`config.mk`:
```
export PLATFORM = sky130hd
export DESIGN_NAME = muldiv_iter
export DESIGN_NICKNAME = d
export VERILOG_FILES = /design/src/rtl/muldiv_iter.sv
export SDC_FILE = /design/constraint.sdc
export NUM_CORES = 1
export LEC_CHECK = 0
export ABC_AREA = 1
export CAP_MARGIN = 10
export CORE_MARGIN = 5
export CORE_UTILIZATION = 30
export CTS_CLUSTER_SIZE = 12
export DETAILED_ROUTE_END_ITERATION = 10
export HOLD_SLACK_MARGIN = 0.02
export PLACE_DENSITY = 0.5
export SYNTH_ARGS = -nofsm -noshare
export SYNTH_HDL_FRONTEND = slang
export SYNTH_SLANG_ARGS = --single-unit
```
`constraint.sdc`:
```
create_clock -name clk -period 3.3 [get_ports clk]
set_clock_uncertainty 0.15 [all_clocks]
set_input_delay 0.495 -clock clk [delete_from_list [all_inputs] [get_ports clk]]
set_output_delay 0.495 -clock clk [all_outputs]
set_load 0.02 [all_outputs]
```
`src/rtl/muldiv_iter.sv`:
```
// Iterative RV32M multiply/divide unit: shift-add multiplier (MUL_UNROLL bits/cycle)
// and restoring divider, sign handled by optional pre/post negation cycles.
module muldiv_iter #(
    parameter int XLEN       = 32,
    parameter int MUL_UNROLL = 1,
    parameter int TAG_W      = 5
) (
    input  logic             clk,
    input  logic             reset,
    input  logic             io_req_valid,
    output logic             io_req_ready,
    input  logic [2:0]       io_req_fn,
    input  logic [XLEN-1:0]  io_req_in1,
    input  logic [XLEN-1:0]  io_req_in2,
    input  logic [TAG_W-1:0] io_req_tag,
    input  logic             io_kill,
    output logic             io_resp_valid,
    input  logic             io_resp_ready,
    output logic [XLEN-1:0]  io_resp_data,
    output logic [TAG_W-1:0] io_resp_tag
);
    typedef enum logic [2:0] {IDLE, NEG_IN, MUL, DIV, NEG_OUT, DONE} state_t;

    localparam logic [4:0] MUL_LAST = 5'(XLEN / MUL_UNROLL - 1);
    localparam logic [4:0] DIV_LAST = 5'(XLEN - 1);

    state_t             state;
    logic [2:0]         fn;
    logic [TAG_W-1:0]   tag;
    logic [2*XLEN-1:0]  a;      // mul: shifting multiplicand; div: low half is dividend/quotient
    logic [XLEN-1:0]    b;      // mul: shifting multiplier; div: divisor
    logic [2*XLEN-1:0]  acc;
    logic [XLEN:0]      rem;
    logic [4:0]         cnt;
    logic               lhs_neg, rhs_neg, neg_out;

    logic               lhs_signed, rhs_signed, lhs_neg_in, rhs_neg_in, neg_in;
    logic [2*XLEN-1:0]  mul_sum;
    logic [XLEN+1:0]    div_shift, div_diff;
    logic [XLEN:0]      rem_next;
    logic [XLEN-1:0]    res_sel;
    logic               cnt_last;

    assign io_req_ready = (state == IDLE);

    always_comb begin
        lhs_signed = (io_req_fn == 3'd1) || (io_req_fn == 3'd2) ||
                     (io_req_fn == 3'd4) || (io_req_fn == 3'd6);
        rhs_signed = (io_req_fn == 3'd1) || (io_req_fn == 3'd4) || (io_req_fn == 3'd6);
        lhs_neg_in = lhs_signed && io_req_in1[XLEN-1];
        rhs_neg_in = rhs_signed && io_req_in2[XLEN-1];
        case (io_req_fn)
            3'd1, 3'd2: neg_in = lhs_neg_in ^ rhs_neg_in;
            3'd4:       neg_in = (lhs_neg_in ^ rhs_neg_in) && (io_req_in2 != '0);
            3'd6:       neg_in = lhs_neg_in;
            default:    neg_in = 1'b0;
        endcase
    end

    always_comb begin
        mul_sum = acc;
        for (int j = 0; j < MUL_UNROLL; j++)
            if (b[j]) mul_sum = mul_sum + (a << j);
    end

    // Trial subtract one bit wider than the remainder so a zero divisor never looks negative.
    always_comb begin
        div_shift = {rem, a[XLEN-1]};
        div_diff  = div_shift - {2'b00, b};
        rem_next  = div_diff[XLEN+1] ? div_shift[XLEN:0] : div_diff[XLEN:0];
    end

    always_comb begin
        if (!fn[2])      res_sel = (fn == 3'd0) ? acc[XLEN-1:0] : acc[2*XLEN-1:XLEN];
        else if (fn[1])  res_sel = rem[XLEN-1:0];
        else             res_sel = a[XLEN-1:0];
        cnt_last = (state == MUL) ? (cnt == MUL_LAST) : (cnt == DIV_LAST);
    end

    always_ff @(posedge clk or negedge reset) begin
        if (!reset) begin
            state         <= IDLE;
            fn            <= '0;
            tag           <= '0;
            a             <= '0;
            b             <= '0;
            acc           <= '0;
            rem           <= '0;
            cnt           <= '0;
            lhs_neg       <= 1'b0;
            rhs_neg       <= 1'b0;
            neg_out       <= 1'b0;
            io_resp_valid <= 1'b0;
            io_resp_data  <= '0;
            io_resp_tag   <= '0;
        end else if (io_kill && state != IDLE) begin
            state         <= IDLE;
            cnt           <= '0;
            io_resp_valid <= 1'b0;
        end else begin
            case (state)
                IDLE: if (io_req_valid) begin
                    fn      <= io_req_fn;
                    tag     <= io_req_tag;
                    a       <= {{XLEN{1'b0}}, io_req_in1};
                    b       <= io_req_in2;
                    acc     <= '0;
                    rem     <= '0;
                    cnt     <= '0;
                    lhs_neg <= lhs_neg_in;
                    rhs_neg <= rhs_neg_in;
                    neg_out <= neg_in;
                    if (lhs_neg_in || rhs_neg_in) state <= NEG_IN;
                    else                          state <= io_req_fn[2] ? DIV : MUL;
                end
                NEG_IN: begin
                    if (lhs_neg) a <= {{XLEN{1'b0}}, -a[XLEN-1:0]};
                    if (rhs_neg) b <= -b;
                    state <= fn[2] ? DIV : MUL;
                end
                MUL, DIV: begin
                    if (state == MUL) begin
                        acc <= mul_sum;
                        a   <= a << MUL_UNROLL;
                        b   <= b >> MUL_UNROLL;
                    end else begin
                        rem          <= rem_next;
                        a[XLEN-1:0]  <= {a[XLEN-2:0], ~div_diff[XLEN+1]};
                    end
                    if (cnt_last) begin
                        cnt   <= '0;
                        state <= neg_out ? NEG_OUT : DONE;
                    end else begin
                        cnt <= cnt + 5'd1;
                    end
                end
                NEG_OUT: begin
                    // Full 64-bit negate so the high half of a signed product is exact.
                    if (!fn[2])     acc         <= -acc;
                    else if (fn[1]) rem         <= {1'b0, -rem[XLEN-1:0]};
                    else            a[XLEN-1:0] <= -a[XLEN-1:0];
                    state <= DONE;
                end
                DONE: begin
                    if (!io_resp_valid) begin
                        io_resp_valid <= 1'b1;
                        io_resp_data  <= res_sel;
                        io_resp_tag   <= tag;
                    end else if (io_resp_ready) begin
                        io_resp_valid <= 1'b0;
                        state         <= IDLE;
                    end
                end
                default: state <= IDLE;
            endcase
        end
    end
endmodule

```
## Yosys cells after proc, flatten, opt, wreduce, memory -nomap -nowiden

Cells that the tools add are included.

- Bits in registers: 250
- Input bits: 77
- Output and inout bits: 39
- Logic and storage cells: 125

- Add/sub/neg operators: 7
- Equality and inequality tests: 24
- Muxes and demuxes: 45
- Bitwise gates (word level): 4
- Reductions and logical operators: 30

Operators by type and width:

| cell | number |
|---|---|
| $mux W64 | 6 |
| $mux W32 | 9 |
| $pmux W32 S3 | 2 |
| $pmux W64 S3 | 1 |
| $mux W33 | 5 |
| $pmux W32 S4 | 1 |
| $pmux W33 S3 | 1 |
| $neg A32 Y32 | 3 |
| $add A64 B64 Y64 | 1 |
| $neg A64 Y64 | 1 |
| $sub A34 B32 Y34 | 1 |
| $reduce_bool A32 Y1 | 1 |
| $ne A2 B2 Y1 const B | 10 |
| $reduce_and A6 Y1 | 3 |
| $mux W3 | 5 |
| $mux W5 | 3 |
| $pmux W3 S5 | 1 |
| $eq A3 B3 Y1 const B | 4 |
| $reduce_bool A3 Y1 | 4 |
| $pmux W5 S2 | 1 |
| $reduce_and A5 Y1 | 2 |
| $eq A3 B2 Y1 const B | 3 |
| $ne A3 B3 Y1 const B | 3 |
| $mux W1 | 8 |
| 17 further kinds | 31 |

## Longest topological paths before layout

Gate-level depths: netlist of run 1.

- Depth in word-level cells: 10
- Gate-level depth with buffers: 18
- Mapped depth without buffers: 17

## Worst setup path before layout of run 1

OpenSTA, ideal clock, no wires.

- Path kind: register to register
- From: register b[7]
- To: register rem[32]
- Library setup time: 0.124 ns
- Arrival time: 2.194 ns
- Data required time: 3.026 ns
- Path slack: 0.832 ns
- Cell stages (with the launch flop): 16
- Path buffers: 1
- Period minus slack after synthesis: 2.468 ns
- Cells stage by stage: dfrtp_1 clkinv_1 ha_1 nand2_1 inv_1 a21oi_1 nand3_1 nand2_1 nand2_1 nand2_1 nand2_1 nand2_1 nand2_2 buf_2 o211ai_1 nand2_1

- Longest elaborated chain between the ends: 4

Ends and longest elaborated chain:

| item | RTL line | source |
|---|---|---|
| start: declaration | 31 | `logic [XLEN-1:0] b;` |
| start signal: assignment | 106 | `b <= io_req_in2;` |
| start signal: assignment | 118 | `if (rhs_neg) b <= -b;` |
| start signal: assignment | 125 | `b <= b >> MUL_UNROLL;` |
| $sub A34 B32 Y34 | 69 | `div_diff = div_shift - {2'b00, b};` |
| $mux W33 | 70 | `rem_next = div_diff[XLEN+1] ? div_shift[XLEN:0] : div_diff[XLEN:0];` |
| $mux W33 | 122 | `if (state == MUL) begin` |
| $pmux W33 S3 | 101 | `case (state)` |
| end signal: assignment | 127 | `rem <= rem_next;` |
| end signal: assignment | 140 | `else if (fn[1]) rem <= {1'b0, -rem[XLEN-1:0]};` |
| end: declaration | 33 | `logic [XLEN:0] rem;` |

Every way passes these cells. The select of a mux whose other input is x is not followed.
A chain may end at the register's enable or synchronous reset.

## Final worst setup path of run 1

- From: register a[0]
- To: register acc[28]

- Longest elaborated chain between the ends: 4

Ends and longest elaborated chain:

| item | RTL line | source |
|---|---|---|
| start: declaration | 30 | `logic [2*XLEN-1:0] a;` |
| start signal: assignment | 105 | `a <= {{XLEN{1'b0}}, io_req_in1};` |
| start signal: assignment | 117 | `if (lhs_neg) a <= {{XLEN{1'b0}}, -a[XLEN-1:0]};` |
| start signal: assignment | 124 | `a <= a << MUL_UNROLL;` |
| $add A64 B64 Y64 | 63 | `if (b[j]) mul_sum = mul_sum + (a << j);` |
| $mux W64 | 63 |  |
| $mux W64 | 122 |  |
| $pmux W64 S3 | 101 |  |
| end signal: assignment | 123 | `acc <= mul_sum;` |
| end signal: assignment | 139 | `if (!fn[2]) acc <= -acc;` |
| end: declaration | 32 | `logic [2*XLEN-1:0] acc;` |

Every way passes these cells. The select of a mux whose other input is x is not followed.

==> results of run 1 <==
cell type report:
| cell class | instances | area (um^2) | share of cell area |
|---|---|---|---|
| tap | 1050 | 1314 | 0.04717 |
| multi-input combinational | 3022 | 15080 | 0.5416 |
| clock inverter | 12 | 181.4 | 0.006515 |
| sequential | 250 | 6256 | 0.2246 |
| clock buffer | 46 | 987.2 | 0.03545 |
| inverter | 492 | 1854 | 0.06658 |
| timing repair buffer | 235 | 2172 | 0.07799 |
power breakdown:
| group | total (mW) | switching (mW) | internal [mW] |
|---|---|---|---|
| Sequential | 6.48 | 2.11 | 4.38 |
| Combinational | 21.5 | 14.8 | 6.76 |
| Clock | 3.99 | 1.64 | 2.35 |
worst reg2reg max path: stages (launching register included):
cell	delay, ns
sky130_fd_sc_hd__dfrtp_1	0.43
sky130_fd_sc_hd__ha_1	0.29
sky130_fd_sc_hd__fa_1	0.42
sky130_fd_sc_hd__nand3_1	0.11
sky130_fd_sc_hd__nand2_1	0.12
sky130_fd_sc_hd__nand3_1	0.10
sky130_fd_sc_hd__nand3_1	0.19
sky130_fd_sc_hd__nand2_1	0.11
sky130_fd_sc_hd__nand2_1	0.16
sky130_fd_sc_hd__o21ai_0	0.47
sky130_fd_sc_hd__o21ai_0	0.17
sky130_fd_sc_hd__nand2_1	0.09
sky130_fd_sc_hd__nand2_1	0.05
cells by family (layout without fill, tap and decap cells):
kind of cell	count (synthesis)	after routing	share of synthesized area
compound gates	772	772	0.1896
xor+xnor	30	30	0.01111
fa+ha+maj	104	104	0.05565
buf+inv	603	785	0.09886
flops	250	250	0.2645
simple gates	2116	2116	0.3803
how the worst max path moves through the flow:
stage                  from       to  depth (start not counted)  slack [ns]
global placement       b[1]    b[22]                         13        0.22
detailed placement     b[1]    b[22]                         13        0.23
global route        acc[27]  acc[45]                         11        0.02
CTS                    b[1]    b[22]                         13        0.22
floorplan              b[7]  rem[32]                         15        0.83
finish                 a[0]  acc[28]                         12        0.31
state kept, by name, indices dropped and copies added, names as in the netlist:
signal	cells
a	64
acc	64
b	32
cnt	5
fn	3
io_resp_data	32
io_resp_tag	5
io_resp_valid	1
lhs_neg	1
neg_out	1
rem	33
rhs_neg	1
state	3
tag	5
layout by cell type (no fill, tap or decap), drive strengths merged, types with 7 or more instances in the layout:
cell type	Yosys	routed
nor2	521	521
a31oi	43	43
dfrtp	250	250
xor2	16	16
nor4	29	29
buf	47	120
xnor2	14	14
o21bai	13	13
nand2	999	999
clkinv	3	9
o22ai	10	10
a22oi	50	50
a221oi	37	37
clkdlybuf4s50	0	114
a21oi	256	256
inv	489	491
nand4	58	58
or2	23	23
o211ai	13	13
nand3	407	407
o21ai	292	292
ha	102	102
a41oi	28	28
clkbuf	64	46
nor3	55	55
nand3b	19	19
a21o	7	7
per-layer routing:
layer / global-route usage / up-vias / routed length, um
li1: - / 13340 / -
met1: 0.3557 / 12910 / 50400
met2: 0.4031 / 1023 / 49110
met3: 0.03523 / 182 / 7276
met4: 0.09024 / 2 / 4644
met5: 0 / - / 13
stage by stage:
stage / setup slack [ns] / cells
CTS: 0.2183 / 5107
detailed placement: 0.2347 / 5048
global placement: 0.2200 / 5048
finish: 0.3104 / 5107
global route: 0.02085 / 5107
floorplan: 0.8317 / 3875
timing repair:
action | in CTS | in global routing
hold endpoints to repair | 67 | 0
setup buffers | 0 | 0
hold buffers | 1 | 0
endpoints found under the setup margin | 0 | 3
gates resized for setup | 0 | 2
==> metrics.json, run 1 <==
{
  "cts": {
    "cts-htree-levels": 2,
    "clock_insertion_delay_worst_skew_ns": 0.58,
    "clk_transition_reported_paths_ns": 0.06,
    "clkSinkCount": 250,
    "clock-root-buffer": "sky130_fd_sc_hd__clkbuf_16",
    "num_cts_buffers": 35,
    "clk_buf_depth": 3,
    "tritoncts": "yes"
  },
  "yosys": {
    "ys_dominant_reg_cell": "sky130_fd_sc_hd__dfrtp_1",
    "post_synth_instance_area_mm2": 0.02365,
    "synthesis.instances": 3875,
    "yosys_register_bits": 250,
    "synth_enable_flop_cells": 0,
    "synthesis.area_per_instance_um2": 6.104,
    "yosysMostFrequentCell": "sky130_fd_sc_hd__nand2_1",
    "cells_taking_the_most_area_after_synthesis": "sky130_fd_sc_hd__dfrtp_1 26%, sky130_fd_sc_hd__nand2_1 16%, sky130_fd_sc_hd__nand3_1 8.6%",
    "yosys.area.top_type_share": 0.2645,
    "syn-num-nets": 4056,
    "synth_warnings": 0,
    "ys_types": 54,
    "async_flop_share": 1.000,
    "yosys.area.top_type": "sky130_fd_sc_hd__dfrtp_1",
    "synth_sequential_area_ratio": 0.2645,
    "synth_top_cells_by_count": "990 x sky130_fd_sc_hd__nand2_1, 512 x sky130_fd_sc_hd__nor2_1, 475 x sky130_fd_sc_hd__inv_1"
  },
  "critical_path": {
    "crit_required_ns": 3.58,
    "worst_setup_path_end_kind": "flip-flop",
    "regToRegSetupSlack_ns": 0.31,
    "cp_slowest_cell": "sky130_fd_sc_hd__o21ai_0",
    "worst-endpoint-arrival_ns": 3.27,
    "critical-path-top-cell-by-count": "sky130_fd_sc_hd__nand2_1",
    "worst_path_dominant_cell_family": "simple AND/OR/NAND/NOR gates",
    "critical_path_class": "flip-flop to flip-flop",
    "cp_num_buf_inv": 0,
    "worst-path-max-fanout": 5,
    "r2r_end": "acc[28]",
    "cell_chain_critical_path": "ha_1 -> fa_1 -> nand3_1 -> nand2_1 -> nand3_1 -> nand3_1 -> nand2_1 -> nand2_1 -> o21ai_0 -> o21ai_0 -> nand2_1 -> nand2_1",
    "critical-path-max-stage-delay_ns": 0.47,
    "crit_path_start_kind": "flip-flop",
    "rr_startpoint": "a[0]",
    "worst_r2r_path_depth": 12
  },
  "route": {
    "wire_per_inst_um": 21.82,
    "dr_total_vias": 27460,
    "routed_wirelength_um": 111400,
    "drtAntennaViolNets": 0,
    "first_iter_violations": 3021,
    "detail_route.drc_violations": 0,
    "detail_route.first_pass.iterations": 7,
    "vias_per_cell": 5.376
  },
  "global_route": {
    "grt_pass1_vias": 26210,
    "grt_max_degree": 107,
    "overflow": 0,
    "track_usage": 0.2544,
    "grt_pass1_wl_um": 167500,
    "number_of_antenna_violations_at_the_first_check_in_global_routing": 2
  },
  "sta": {
    "final_min_period_over_clock_period": 0.9059,
    "setup_viol": 0,
    "final_max_slew_viol_count": 0,
    "timing.fmax_mhz": 334.5,
    "timing_worst_slew_pin_value_ns": 1.033,
    "worst_slew_margin_rel": 0.3104,
    "hold_viol_final": 0,
    "final.min_clock_period_ns": 2.990,
    "finalSetupTns_ns": 0,
    "fin_worst_hold_slack_ns": 0.3206,
    "grt_setup_unrepaired": "false"
  },
  "layout": {
    "final_design_area_no_fill_mm2": 0.02785,
    "drive_gt1_frac": 0.05965,
    "num-nets-final": 4217,
    "num-fill-cells": 8804,
    "antenna_cells": 0,
    "final_util": 0.3543,
    "areaGrowthSynthToFinish_pct": 17.74
  },
  "die": {
    "std_cell_rows": 103,
    "die_h_um": 290.8,
    "die_x_um": 290.8,
    "core-area_mm2": 0.07861,
    "boundaryPins": 116,
    "die_area_mm2": 0.08456,
    "initial_core_util": 0.3009
  },
  "min_path": {
    "hold_path_depth": 3,
    "min_path_type": "primary input to flip-flop",
    "min-delay-start": "io_req_tag[4]",
    "timing.hold.worst_endpoint": "tag[4]"
  },
  "pwr": {
    "total_power_mw": 31.99,
    "max-vdd-ir-drop_uv": 511.6,
    "pwr_density_cell_mw_per_mm2": 1149,
    "p_leak_nw": 13.01
  },
  "placement": {
    "detailedPlacementHpwl_um": 90350,
    "placed_area_mm2": 0.02667,
    "port_buffers": 115,
    "gp_routability_congestion": 0.9812
  },
  "outcome": {
    "status": "completed"
  },
  "run": {
    "maxCapViolCount": 0
  }
}
No activity file was read; power rests on OpenSTA's default activity.
==> inputs of run 2 (changes only) <==
==> constraint.sdc (replaced) <==
create_clock -name clk -period 2.9 [get_ports clk]
set_clock_uncertainty 0.15 [all_clocks]
set_input_delay 0.435 -clock clk [delete_from_list [all_inputs] [get_ports clk]]
set_output_delay 0.435 -clock clk [all_outputs]
set_load 0.02 [all_outputs]
==> run 2 against run 1 <==
  * Non-clock buffer count rose by 145
  * Sequential share of layout area fell by 1.1 points
  * Via count rose by 1.8%
  * Core utilization rose by 1.8 points
  * Sequential cell count did not move
==> metrics.json, run 2 (same netlist as run 1, synthesis figures left out) <==
{
  "layout": {
    "num-nets-final": {"value": 4364, "change": "+3.5%"},
    "largestRegisters": "a x64, acc x64, rem x33",
    "layout_commonest_cell": "sky130_fd_sc_hd__nand2_1",
    "antenna_cells": {"value": 0, "change": "unchanged"},
    "layout.cells.most_common_list": "988 x sky130_fd_sc_hd__nand2_1, 503 x sky130_fd_sc_hd__nor2_1, 467 x sky130_fd_sc_hd__inv_1",
    "final_util": {"value": 0.3725, "change": "+0.01821"},
    "num-fill-cells": {"value": 8785, "change": "-0.22%"},
    "drive_gt1_frac": {"value": 0.1012, "change": "+0.04151"},
    "layout.area.seq": {"value": 0.006257, "unit": "mm^2", "change": "about the same"},
    "multi_input_comb_area": {"value": 0.01518, "unit": "mm^2", "change": "+0.62%"},
    "areaGrowthSynthToFinish_pct": 23.79
  },
  "route": {
    "wire_per_inst": {"value": 21.35, "unit": "um", "change": "-2.2%"},
    "detail_route.first_pass.iterations": {"value": 6, "change": "-1"},
    "routed_wirelength": {"value": 112300, "unit": "um", "change": "+0.77%"},
    "vias_per_cell": {"value": 5.313, "change": "-1.2%"},
    "dr_total_vias": {"value": 27950, "change": "+1.8%"},
    "detail_route.drc_violations": {"value": 0, "change": "unchanged"},
    "drtAntennaViolNets": {"value": 0, "change": "unchanged"},
    "first_iter_violations": {"value": 2675, "change": "-11%"}
  },
  "sta": {
    "grt_setup_unrepaired": "false",
    "timing.fmax": {"value": 359.3, "unit": "MHz", "change": "+7.4%"},
    "final_max_slew_viol_count": {"value": 0, "change": "unchanged"},
    "setup_viol": {"value": 0, "change": "unchanged"},
    "timing_worst_slew_pin_value": {"value": 0.7131, "unit": "ns", "change": "-0.3201 ns"},
    "hold_viol_final": {"value": 0, "change": "unchanged"},
    "worst_slew_margin_rel": {"value": 0.5228, "change": "+0.2124"},
    "final.min_clock_period": {"value": 2.783, "unit": "ns", "change": "-0.2063 ns"},
    "finalSetupTns": {"value": 0, "unit": "ns", "change": "unchanged"},
    "final_min_period_over_clock_period": {"value": 0.9598, "change": "+0.05383"},
    "final_critical_path_setup_slack": {"value": 0.1166, "unit": "ns", "change": "-0.1937 ns"}
  },
  "global_route": {
    "overflow": {"value": 0, "change": "unchanged"},
    "track_usage": {"value": 0.2555, "change": "+0.001107"},
    "grt_max_degree": {"value": 88, "change": "-18%"},
    "number_of_antenna_violations_at_the_first_check_in_global_routing": {"value": 0, "change": "-2"},
    "grt_pass1_vias": {"value": 26800, "change": "+2.2%"},
    "grt_pass1_wl": {"value": 168300, "unit": "um", "change": "+0.50%"}
  },
  "critical_path": {
    "crit_required": {"value": 3.19, "unit": "ns", "change": "-0.39 ns"},
    "cp_slowest_cell": "sky130_fd_sc_hd__ha_1",
    "worst-path-max-fanout": {"value": 5, "change": "unchanged"},
    "crit_path_start_kind": "flip-flop",
    "worst_setup_path_end_kind": "flip-flop",
    "worst-endpoint-arrival": {"value": 3.07, "unit": "ns", "change": "-0.20 ns"},
    "critical-path-max-stage-delay": {"value": 0.50, "unit": "ns", "change": "+0.03 ns"},
    "critical_path_class": "flip-flop to flip-flop",
    "cell_chain_critical_path": "ha_1 -> nand2_1 -> inv_1 -> nand2_1 -> nor2_1 -> nand2_1 -> nor3_1 -> nand2_1 -> nand2_1 -> nand2_1 -> nand3_1 -> a21oi_1",
    "critical-path-top-cell-by-count": "sky130_fd_sc_hd__nand2_1",
    "cp_num_buf_inv": {"value": 1, "change": "+1"},
    "worst_path_dominant_cell_family": "simple AND/OR/NAND/NOR gates"
  },
  "pwr": {
    "total_power": {"value": 38.72, "unit": "mW", "change": "+21%"},
    "power.share.combinational": {"value": 0.692, "change": "+0.019"},
    "pwr-share-seq": {"value": 0.178, "change": "-0.025"},
    "p_leak": {"value": 13.82, "unit": "nW", "change": "+6.2%"},
    "power_frac_clock": {"value": 0.129, "change": "+0.004"},
    "pwr_density_cell": {"value": 1322, "unit": "mW/mm^2", "change": "+15%"},
    "max-vdd-ir-drop": {"value": 709.2, "unit": "uV", "change": "+39%"},
    "switchingPower": {"value": 21.57, "unit": "mW", "change": "+17%"},
    "cell_internal_pwr": {"value": 17.15, "unit": "mW", "change": "+27%"},
    "netSwitchingFraction": {"value": 0.5572, "change": "-0.02121"}
  },
  "cts": {
    "clk_buf_depth": {"value": 3, "change": "unchanged"},
    "clock_insertion_delay_worst_skew": {"value": 0.59, "unit": "ns", "change": "about the same"},
    "clkSinkCount": {"value": 250, "change": "unchanged"},
    "clk_transition_reported_paths": {"value": 0.07, "unit": "ns", "change": "about the same"},
    "cts-htree-levels": {"value": 2, "change": "unchanged"},
    "postCtsSetupBuffers": {"value": 0, "change": "unchanged"},
    "clock-root-buffer": "sky130_fd_sc_hd__clkbuf_16",
    "num_cts_buffers": {"value": 37, "change": "+5.7%"},
    "tritoncts": "yes"
  },
  "die": {
    "die_area": {"value": 0.08456, "unit": "mm^2", "change": "unchanged"},
    "core-area": {"value": 0.07861, "unit": "mm^2", "change": "unchanged"},
    "std_cell_rows": {"value": 103, "change": "unchanged"},
    "initial_core_util": {"value": 0.3009, "change": "unchanged"},
    "boundaryPins": {"value": 116, "change": "unchanged"},
    "die_h": {"value": 290.8, "unit": "um", "change": "unchanged"},
    "die_x": {"value": 290.8, "unit": "um", "change": "unchanged"}
  },
  "placement": {
    "gp_routability_congestion": {"value": 1.006, "change": "+2.5%"},
    "port_buffers": {"value": 115, "change": "unchanged"},
    "dp_worst_setup_slack": {"value": 0.02744, "unit": "ns", "change": "-0.2073 ns"},
    "detailedPlacementHpwl": {"value": 91790, "unit": "um", "change": "+1.6%"}
  },
  "min_path": {
    "min_path_type": "primary input to async pin"
  },
  "run": {
    "maxCapViolCount": {"value": 0, "change": "unchanged"}
  },
  "outcome": {
    "status": "completed"
  }
}
==> run 2: cell count changes in the layout (fill, tap and decap cells not counted), sizes merged <==
cell and delta:
buf +145, clkinv +3, bufinv +2, clkbuf +2, clkinvlp +1, inv +1
==> run 2: what timing repair did <==
| item | CTS | global route |
|---|---|---|
| pin swaps | 0 | 1 |
| setup endpoints to repair | 4 | 43 |
| endpoints found under the hold margin | 51 | 0 |
| hold buffers | 1 | 0 |
| resized for setup | 2 | 35 |
==> run 2: final timing paths <==
path / startpoint / endpoint / slack (ns) / cells past startpoint
hold reg to reg: io_resp_tag[4] / io_resp_tag[4] / 0.33 / 2
min in group clk: io_req_tag[4] / tag[4] / 0.25 / 3
setup reg to reg: a[31] / acc[63] / 0.12 / 12
hold / removal: reset / a[9] / 0.24 / 2
max in group asynchronous: reset / acc[51] / 1.50 / 4
setup / recovery: a[31] / acc[63] / 0.12 / 12
==> run 2: area by class of cell <==
class                           instances  area share
Inverter                              492     0.06333
Clock inverter                         19    0.009700
Tap cell                             1050     0.04487
Timing Repair Buffer                  380      0.1146
Sequential cell                       250      0.2137
Multi-Input combinational cell       3022      0.5184
Clock buffer                           48     0.03542
==> run 2: metal layers <==
layer,wire [um],vias to the layer above,global-route usage
li1,-,13620,-
met5,0,-,0
met1,51210,13190,0.3587
met2,49590,951,0.4068
met4,4771,0,0.09268
met3,6727,193,0.02889
==> run 2: power groups by stage <==
stage / sequential [mW] / clock [mW] / combinational, mW
after global placement: 6.88 / 0 / 26.2
after global routing: 7.00 / 5.23 / 29.3
after CTS: 6.84 / 5.11 / 26.3
after floorplan: 6.64 / 0 / 15.0
final: 6.91 / 5.01 / 26.8
after detailed placement: 6.88 / 0 / 26.2
==> run 2: stage by stage <==
step | area [um^2] | hold WS (ns) | std cells
6_report | 29280 | 0.2384 | 5261
5_1_grt | 29280 | 0.2487 | 5261
4_1_cts | 29180 | 0.2147 | 5261
3_3_place_gp | 27840 | 0.2493 | 5193
3_5_place_dp | 27840 | 0.2461 | 5193
2_1_floorplan | 23650 | -0.01059 | 3875
